[src/rtl/pe_pkg.sv]
// Shared constants and nucleotide encoding for the pe selection array.
// Used by pe and pe_row_mux.
package pe_pkg;

    localparam int NUM_LANES = 16;
    localparam int CODE_W    = 2;
    localparam int ROW_W     = 40;
    localparam int NUM_ROWS  = 4;

    localparam int NUCL_W    = NUM_LANES * CODE_W;
    localparam int MATRIX_W  = NUM_ROWS * ROW_W;

    typedef enum logic [CODE_W-1:0] {
        NUCL_A = 2'd0,
        NUCL_C = 2'd1,
        NUCL_G = 2'd2,
        NUCL_T = 2'd3
    } nucl_e;

endpackage

[src/rtl/pe_row_mux.sv]
// One lane of the pe array: a 4:1 multiplexer picking one 40-bit row of the
// scoring matrix by nucleotide code. Purely combinational; rows pass through untouched.
module pe_row_mux
    import pe_pkg::*;
(
    input  logic [CODE_W-1:0]   code,
    input  logic [MATRIX_W-1:0] matrix,
    output logic [ROW_W-1:0]    row
);

    always_comb begin
        row = matrix[0 +: ROW_W];
        unique case (nucl_e'(code))
            NUCL_A: row = matrix[0*ROW_W +: ROW_W];
            NUCL_C: row = matrix[1*ROW_W +: ROW_W];
            NUCL_G: row = matrix[2*ROW_W +: ROW_W];
            NUCL_T: row = matrix[3*ROW_W +: ROW_W];
        endcase
    end

endmodule

[src/rtl/pe.sv]
// Processing element: 16 parallel lanes, each selecting a matrix_P row by its
// nucleotide code. Macro PE_OUT_REG_EN registers outputs (1-cycle latency, sync reset).
module pe
    import pe_pkg::*;
(
    input  logic                clk,
    input  logic                reset,
    input  logic [NUCL_W-1:0]   nucl_alig,
    input  logic [MATRIX_W-1:0] matrix_P,
    output logic [ROW_W-1:0]    selected_matrix_0,
    output logic [ROW_W-1:0]    selected_matrix_1,
    output logic [ROW_W-1:0]    selected_matrix_2,
    output logic [ROW_W-1:0]    selected_matrix_3,
    output logic [ROW_W-1:0]    selected_matrix_4,
    output logic [ROW_W-1:0]    selected_matrix_5,
    output logic [ROW_W-1:0]    selected_matrix_6,
    output logic [ROW_W-1:0]    selected_matrix_7,
    output logic [ROW_W-1:0]    selected_matrix_8,
    output logic [ROW_W-1:0]    selected_matrix_9,
    output logic [ROW_W-1:0]    selected_matrix_10,
    output logic [ROW_W-1:0]    selected_matrix_11,
    output logic [ROW_W-1:0]    selected_matrix_12,
    output logic [ROW_W-1:0]    selected_matrix_13,
    output logic [ROW_W-1:0]    selected_matrix_14,
    output logic [ROW_W-1:0]    selected_matrix_15
);

    logic [ROW_W-1:0] lane_row [NUM_LANES];
    logic [ROW_W-1:0] lane_out [NUM_LANES];

    for (genvar i = 0; i < NUM_LANES; i++) begin : g_lane
        pe_row_mux u_row_mux (
            .code   (nucl_alig[i*CODE_W +: CODE_W]),
            .matrix (matrix_P),
            .row    (lane_row[i])
        );
    end

`ifdef PE_OUT_REG_EN
    // Reset wins over the data update on the same edge.
    always_ff @(posedge clk) begin
        if (!reset) begin
            for (int i = 0; i < NUM_LANES; i++) begin
                lane_out[i] <= '0;
            end
        end else begin
            for (int i = 0; i < NUM_LANES; i++) begin
                lane_out[i] <= lane_row[i];
            end
        end
    end
`else
    // Combinational build: clk and reset stay on the port list but do nothing.
    logic unused_clk_reset;
    assign unused_clk_reset = clk ^ reset;

    always_comb begin
        for (int i = 0; i < NUM_LANES; i++) begin
            lane_out[i] = lane_row[i];
        end
    end
`endif

    assign selected_matrix_0  = lane_out[0];
    assign selected_matrix_1  = lane_out[1];
    assign selected_matrix_2  = lane_out[2];
    assign selected_matrix_3  = lane_out[3];
    assign selected_matrix_4  = lane_out[4];
    assign selected_matrix_5  = lane_out[5];
    assign selected_matrix_6  = lane_out[6];
    assign selected_matrix_7  = lane_out[7];
    assign selected_matrix_8  = lane_out[8];
    assign selected_matrix_9  = lane_out[9];
    assign selected_matrix_10 = lane_out[10];
    assign selected_matrix_11 = lane_out[11];
    assign selected_matrix_12 = lane_out[12];
    assign selected_matrix_13 = lane_out[13];
    assign selected_matrix_14 = lane_out[14];
    assign selected_matrix_15 = lane_out[15];

endmodule

[config.mk]
export PLATFORM = sky130hd
export DESIGN_NAME = pe
export DESIGN_NICKNAME = d
export VERILOG_FILES = /design/src/rtl/pe_pkg.sv /design/src/rtl/pe_row_mux.sv /design/src/rtl/pe.sv
export SDC_FILE = /design/constraint.sdc
export NUM_CORES = 1
export LEC_CHECK = 0
export BUFFER_PORTS_ARGS = -buffer_cell sky130_fd_sc_hd__buf_2
export CAP_MARGIN = 20
export CORE_AREA = 2 2 325 327
export DETAILED_ROUTE_END_ITERATION = 12
export DIE_AREA = 0 0 327 329
export PLACE_DENSITY = 0.4
export SLEW_MARGIN = 5
export SYNTH_ARGS = -nofsm -noshare
export SYNTH_HDL_FRONTEND = slang
export SYNTH_HIERARCHICAL = 1
export SYNTH_SLANG_ARGS = --single-unit
export TNS_END_PERCENT = 5
[constraint.sdc]
create_clock -name vclk -period 1.3
set_input_delay 0.13 -clock vclk [all_inputs]
set_output_delay 0.13 -clock vclk [all_outputs]
set_load 0.03 [all_outputs]
# After elaboration in Yosys (flattened, before gate mapping)
# Cells that the tools add are included.
dict set report classes {
  n_reduce_logical 16
  n_mul 0
  bitwise 0
  n_div 0
  n_shift 0
  muxes 16
  add_sub_neg 0
  magnitude_cmp 0
  eq_ne 48
}
# operator n
set op_table {}
lappend op_table {{$pmux 40 s4} 16}
lappend op_table {{$eq 2x2->1 const B} 32}
lappend op_table {{$eq 2x1->1 const B} 16}
lappend op_table {{$logic_not 2->1} 16}
dict set report totals {
  wordCells 80
  register_bits 0
  out_inout_bits 640
  rom_bits 0
  input_bits 194
  mem_bits_rw 0
  n_memories 0
  latchBits 0
}

# Logic depth before layout (Yosys ltp)
# Gate-level depths: netlist of the first run.
dict set report depth {
  word_depth 2
  ltp_mapped 3
  mapped_depth_nobuf 1
}

# Modules after synthesis
# The synthesis of the first run kept the hierarchy.
# mod cells_each seq_area_each_um2 instances area_each_um2
set by_module_without_submodules {}
lappend by_module_without_submodules {pe_row_mux 49 0.0 16 1012.2}

# Worst setup path before layout of the first run
# OpenSTA, ideal clock, no wires.
dict set report synth_path {
  kind {input -> output}
  startpoint {input nucl_alig[0]}
  endpoint {output selected_matrix_0[0]}
  arrival_ns 0.997
  path_stages 3
  setup_slack_ns 0.173
  path_cell_list {buf_6 buf_12 mux4_2}
}
dict set report synth_via {
  elab_chain_len 2
  elab_cells_between_ends 5
}
# item line_no
set synth_lines {}
lappend synth_lines {{from (decl)} pe.sv:8} ;# input logic [NUCL_W-1:0] nucl_alig,
lappend synth_lines {{$eq 2x2->1, or another cell as far along} pe_row_mux.sv:13} ;# unique case (nucl_e'(code))
lappend synth_lines {{$pmux 40 s4 (*)} pe_row_mux.sv:13}
lappend synth_lines {{to (decl)} pe.sv:10} ;# output logic [ROW_W-1:0] selected_matrix_0,
# Every way passes the cells marked *; elsewhere a longest branch is shown, timed or not.

# Worst setup path in the final report of the first run
dict set report layout_path {
  startpoint {input nucl_alig[22]}
  endpoint {output selected_matrix_11[32]}
}
dict set report layout_via {
  elab_chain_len 2
  elab_cells_between_ends 5
}
# item line_no
set layout_lines {}
lappend layout_lines {{$eq 2x2->1, or another cell as far along} pe_row_mux.sv:13}
lappend layout_lines {{$pmux 40 s4 (*)} pe_row_mux.sv:13}
lappend layout_lines {{to (decl)} pe.sv:21} ;# output logic [ROW_W-1:0] selected_matrix_11,
# Marks and branches as above.

==> results.json, run 1 <==
{
  "rsz0062_at_grt": "true",
  "timing.critical_path.fanout_max": 18,
  "drive_gt1_share_pct": 100.0,
  "drt_iter0_markers": 1711,
  "timing.critical_path.to": "selected_matrix_11[32]",
  "most-common-layout-cells": "mux4_2, buf_2, buf_6",
  "core_area_um2": 104400,
  "fmax_mhz": 719.9,
  "timing.final.hold_violations": 0,
  "x_dimension_of_the_die_um": 327,
  "first_pass_iters": 5,
  "grt_pass1_vias": 16450,
  "area_of_all_placed_cells_without_fillers_um2": 25840,
  "max_cap_violations": 0,
  "startpoint_type": "primary input",
  "layout.area.seq_um2": 0,
  "finalNonFillerCells": 2990,
  "clock_buffers": 0,
  "buffer_ports.inserted": 832,
  "first_pass_grt_wire_length_mm": 145.0,
  "antenna_found_initial": 5,
  "synth_area_per_cell_um2": 20.66,
  "final_common_cell": "mux4_2",
  "row_count": 119,
  "via_to_cell_ratio": 5.584,
  "hp-class": "in2out",
  "post_drt_wl_per_cell_um": 37.44,
  "cell_count_after_synthesis": 784,
  "die_height_um": 329,
  "ys.warnings.count": 6,
  "path_class": "in2out",
  "io_pins": 834,
  "num_vias": 16700,
  "syn-cell-area_um2": 16200,
  "drcViolationCount": 0,
  "data_arrival_time_of_the_critical_path_ns": 1.26,
  "utilization_pct": 24.76,
  "post-place-cells": 2937,
  "routability_congestion_estimate_from_global_placement": 0.8453,
  "area_growth_syn_to_layout_pct": 59.54,
  "sequential_cell_total": 0,
  "setup_violations": 540,
  "tightestPinTransition_ns": 0.4199,
  "synth_cell_type_count": 4,
  "biggest_area_consumer_among_synthesized_cells": "mux4_2",
  "grt_remaining_overflow": 0,
  "globalRouteTotalUtil_pct": 19.26,
  "net_count_reported_at_finish": 1793,
  "dpl-instance-area_um2": 21750,
  "drt_wl_total_mm": 112.0,
  "fin_tns_setup_ns": -17.91,
  "floorplan.initialDensity_pct": 15.52,
  "status": "finished with violations",
  "area_contributors_post_synth": "mux4_2, buf_12, buf_2",
  "crit_start": "nucl_alig[22]",
  "post-route-worst-setup-slack_ns": -0.08904,
  "timing.hold.worst.start": "matrix_P[116]",
  "synth-seq-area-share_pct": 0,
  "final_period_minus_worst_setup_slack_ns": 1.389,
  "detail-route-antenna-nets": 0,
  "finalCritPeriodShare_pct": 106.8,
  "relSlewSlack_pct": 72.00,
  "dp.final_hpwl_mm": 69.05,
  "die_area_um2": 107600,
  "grt_start_max_net_pins": 24,
  "synthDominantCellAreaShare_pct": 89.00,
  "synth_fp_nets": 978,
  "timing.critical_path.to_type": "output port",
  "failing_checks": "negative setup slack",
  "slew_violations": 0,
  "worst-endpoint-required_ns": 1.17
}
-- worst max-delay path, cell delays in order --
cell	delay (ns)
buf_6	0.10
buf_12	0.19
mux4_2	0.55
buf_2	0.19
-- synthesized netlist by cell type, drive strengths merged --
cell and n:
mux4 640, buf 144
-- worst min path at each step --
stage          slack [ns]                     to  cells past startpoint
3_3_place_gp         0.90  selected_matrix_6[36]                      3
3_5_place_dp         0.92  selected_matrix_7[36]                      3
2_1_floorplan        0.58   selected_matrix_0[0]                      1
4_1_cts              0.88  selected_matrix_7[36]                      3
5_1_grt              0.90   selected_matrix_7[5]                      3
6_report             0.88  selected_matrix_7[36]                      3
-- final cells by class --
cell class / instances / area, um^2
well taps: 1391 / 1740
diodes: 2 / 5.005
fillers: 10810 / 78540
multi-input cells: 640 / 14410
repair buffers: 957 / 9679
-- metrics by stage --
| stage | hold WS, ns | worst slack, ns |
|---|---|---|
| 2_1_floorplan | 0.5804 | 0.1731 |
| 3_3_place_gp | 0.9049 | -0.3317 |
| 3_5_place_dp | 0.9219 | -0.3315 |
| 4_1_cts | 0.8779 | -0.1144 |
| 5_1_grt | 0.9047 | -0.1242 |
| 6_report | 0.8843 | -0.08904 |
-- cell families (layout without fill, tap and decap cells) --
kind of cell / after synthesis / after routing / share of synthesized area [%]
mux: 640 / 640 / 89.00
buf+inv: 144 / 957 / 11.00
other cells: 0 / 2 / 0
-- routing by layer --
layer  vias to the layer above  GRT usage (%)  part of all wire, %
met4                         0          4.487                  2.8
met3                       204          4.818                   10
met2                      1545          32.13                   49
met1                      9135          25.07                   38
li1                       5813              -                    -
met5                         -              0                    0
-- timing repair --
action	CTS	global route
resized for setup	753	114
gates cloned	42	7
setup buffers	4	0
setup endpoints to repair	637	637
hold buffers	0	0
==> run 2, diff against run 1 <==
- PLACE_DENSITY: 0.4 -> unset
- PLACE_DENSITY_LB_ADDON: unset -> 0.2
==> run 2 against run 1 <==
  * The run still ends with negative setup slack left
  * Non-clock buffer count increased by 33
  * Fmax decreased by 2.7%
  * Sequential share of layout area unchanged
  * Via count increased by 0.56%
  * Global-route usage decreased by 0.85 points
  * Core utilization about the same
  * Flip-flop and latch count unchanged
  * Count of clock-buffer cells in the layout unchanged
  * Critical path type unchanged
  * Highest routed layer is now met5
==> results.json, run 2 (same netlist as run 1, synthesis figures left out) <==
{
  "drcViolationCount": 0,
  "startpoint_type": "primary input",
  "timing.critical_path.to_type": "output port",
  "dp.final_hpwl_mm": 72.59,
  "grt_start_max_net_pins": 25,
  "drt_iter0_markers": 1978,
  "detail-route-antenna-nets": 0,
  "x_dimension_of_the_die_um": 327,
  "worst-endpoint-required_ns": 1.17,
  "antenna_found_initial": 6,
  "via_to_cell_ratio": 5.558,
  "fmax_mhz": 700.6,
  "relSlewSlack_pct": 74.79,
  "hp-class": "in2out",
  "finalCritPeriodShare_pct": 109.8,
  "core_area_um2": 104400,
  "power_density_nw_per_um2": 641.8,
  "power.ir.vdd_worst_uv": 296.6,
  "path_class": "in2out",
  "post-route-worst-setup-slack_ns": -0.1273,
  "final_period_minus_worst_setup_slack_ns": 1.427,
  "data_arrival_time_of_the_critical_path_ns": 1.30,
  "final_common_cell": "mux4_2",
  "drive_gt1_share_pct": 100.0,
  "dpl-instance-area_um2": 21940,
  "area_of_all_placed_cells_without_fillers_um2": 25860,
  "timing.hold.worst.start": "nucl_alig[15]",
  "globalRouteTotalUtil_pct": 18.41,
  "most-common-layout-cells": "mux4_2, buf_2, buf_6",
  "grt.busiest_layer": "met2",
  "first_pass_iters": 5,
  "num_vias": 16790,
  "power_leakage_nw": 9.691,
  "rsz0062_at_grt": "true",
  "floorplan.initialDensity_pct": 15.52,
  "routability_congestion_estimate_from_global_placement": 0.8380,
  "tightestPinTransition_ns": 0.3782,
  "setup_violations": 468,
  "failing_checks": "negative setup slack",
  "die_height_um": 329,
  "layout.area.seq_um2": 0,
  "report.power.total_mw": 16.60,
  "slew_violations": 0,
  "net_count_reported_at_finish": 1826,
  "crit_start": "nucl_alig[30]",
  "gr-usage-met2_pct": 31.57,
  "timing.final.hold_violations": 0,
  "post-place-cells": 2959,
  "fin_tns_setup_ns": -19.74,
  "sequential_cell_total": 0,
  "grt_remaining_overflow": 0,
  "first_pass_grt_wire_length_mm": 140.9,
  "cts_hold_buffers": 0,
  "die_area_um2": 107600,
  "status": "finished with violations",
  "diodes": 0,
  "max_cap_violations": 0,
  "row_count": 119,
  "io_pins": 834,
  "clock_buffers": 0,
  "area_growth_syn_to_layout_pct": 59.70,
  "buffer_ports.inserted": 832,
  "grt_pass1_vias": 16300,
  "drt_wl_total_mm": 111.5,
  "grt.met3_usage_pct": 3.896,
  "timing.critical_path.fanout_max": 7,
  "finalNonFillerCells": 3021,
  "post_drt_wl_per_cell_um": 36.91,
  "place_ws_ns": -0.2956,
  "global_route.usage.met1_pct": 23.61
}
-- run 2: cell count changes in the layout (fill, tap and decap cells not counted), sizes merged --
cell / change
clkbuf: +10
diode: -2
buf: +23
-- run 2: per-layer routing --
metal,share of wire (%),up-vias
met2,49,1403
met5,0.027,-
met1,38,9337
met4,3.4,4
li1,-,5848
met3,8.9,198
-- run 2: final timing paths --
check | end | slack (ns) | cells after the start
setup / recovery | selected_matrix_15[29] | -0.13 | 5
hold / removal | selected_matrix_7[23] | 0.78 | 3
-- run 2: repair_timing --
item                       4_1_cts  5_1_grt
setup endpoints to repair      622      598
setup buffers                   25        1
resized for setup              679      166
cloned                          16       20
-- run 2: power by group --
part	leakage, nW	switching, mW	internal, mW
Combinational	9.69	9.60	7.00
Clock	0	0	0
Sequential	0	0	0
-- run 2: per-stage QoR --
| stage | utilization (%) | hold WS, ns |
|---|---|---|
| 2_1_floorplan | - | 0.5804 |
| 3_3_place_gp | 21.02 | 0.8318 |
| 3_5_place_dp | 21.02 | 0.8177 |
| 4_1_cts | 23.88 | 0.7797 |
| 5_1_grt | 24.78 | 0.7915 |
| 6_report | 24.78 | 0.7810 |
-- run 2: worst max-delay path, cell delays in order --
cell and delay [ns]:
buf_16 0.13, buf_16 0.17, buf_12 0.14, mux4_2 0.53
buf_6 0.16
-- run 2: cell type report --
type	instances	area [um^2]
fillers	10810	78510
multi-input cells	640	14410
repair buffers	990	9711
well taps	1391	1740
Power figures use the tool's default switching activity.
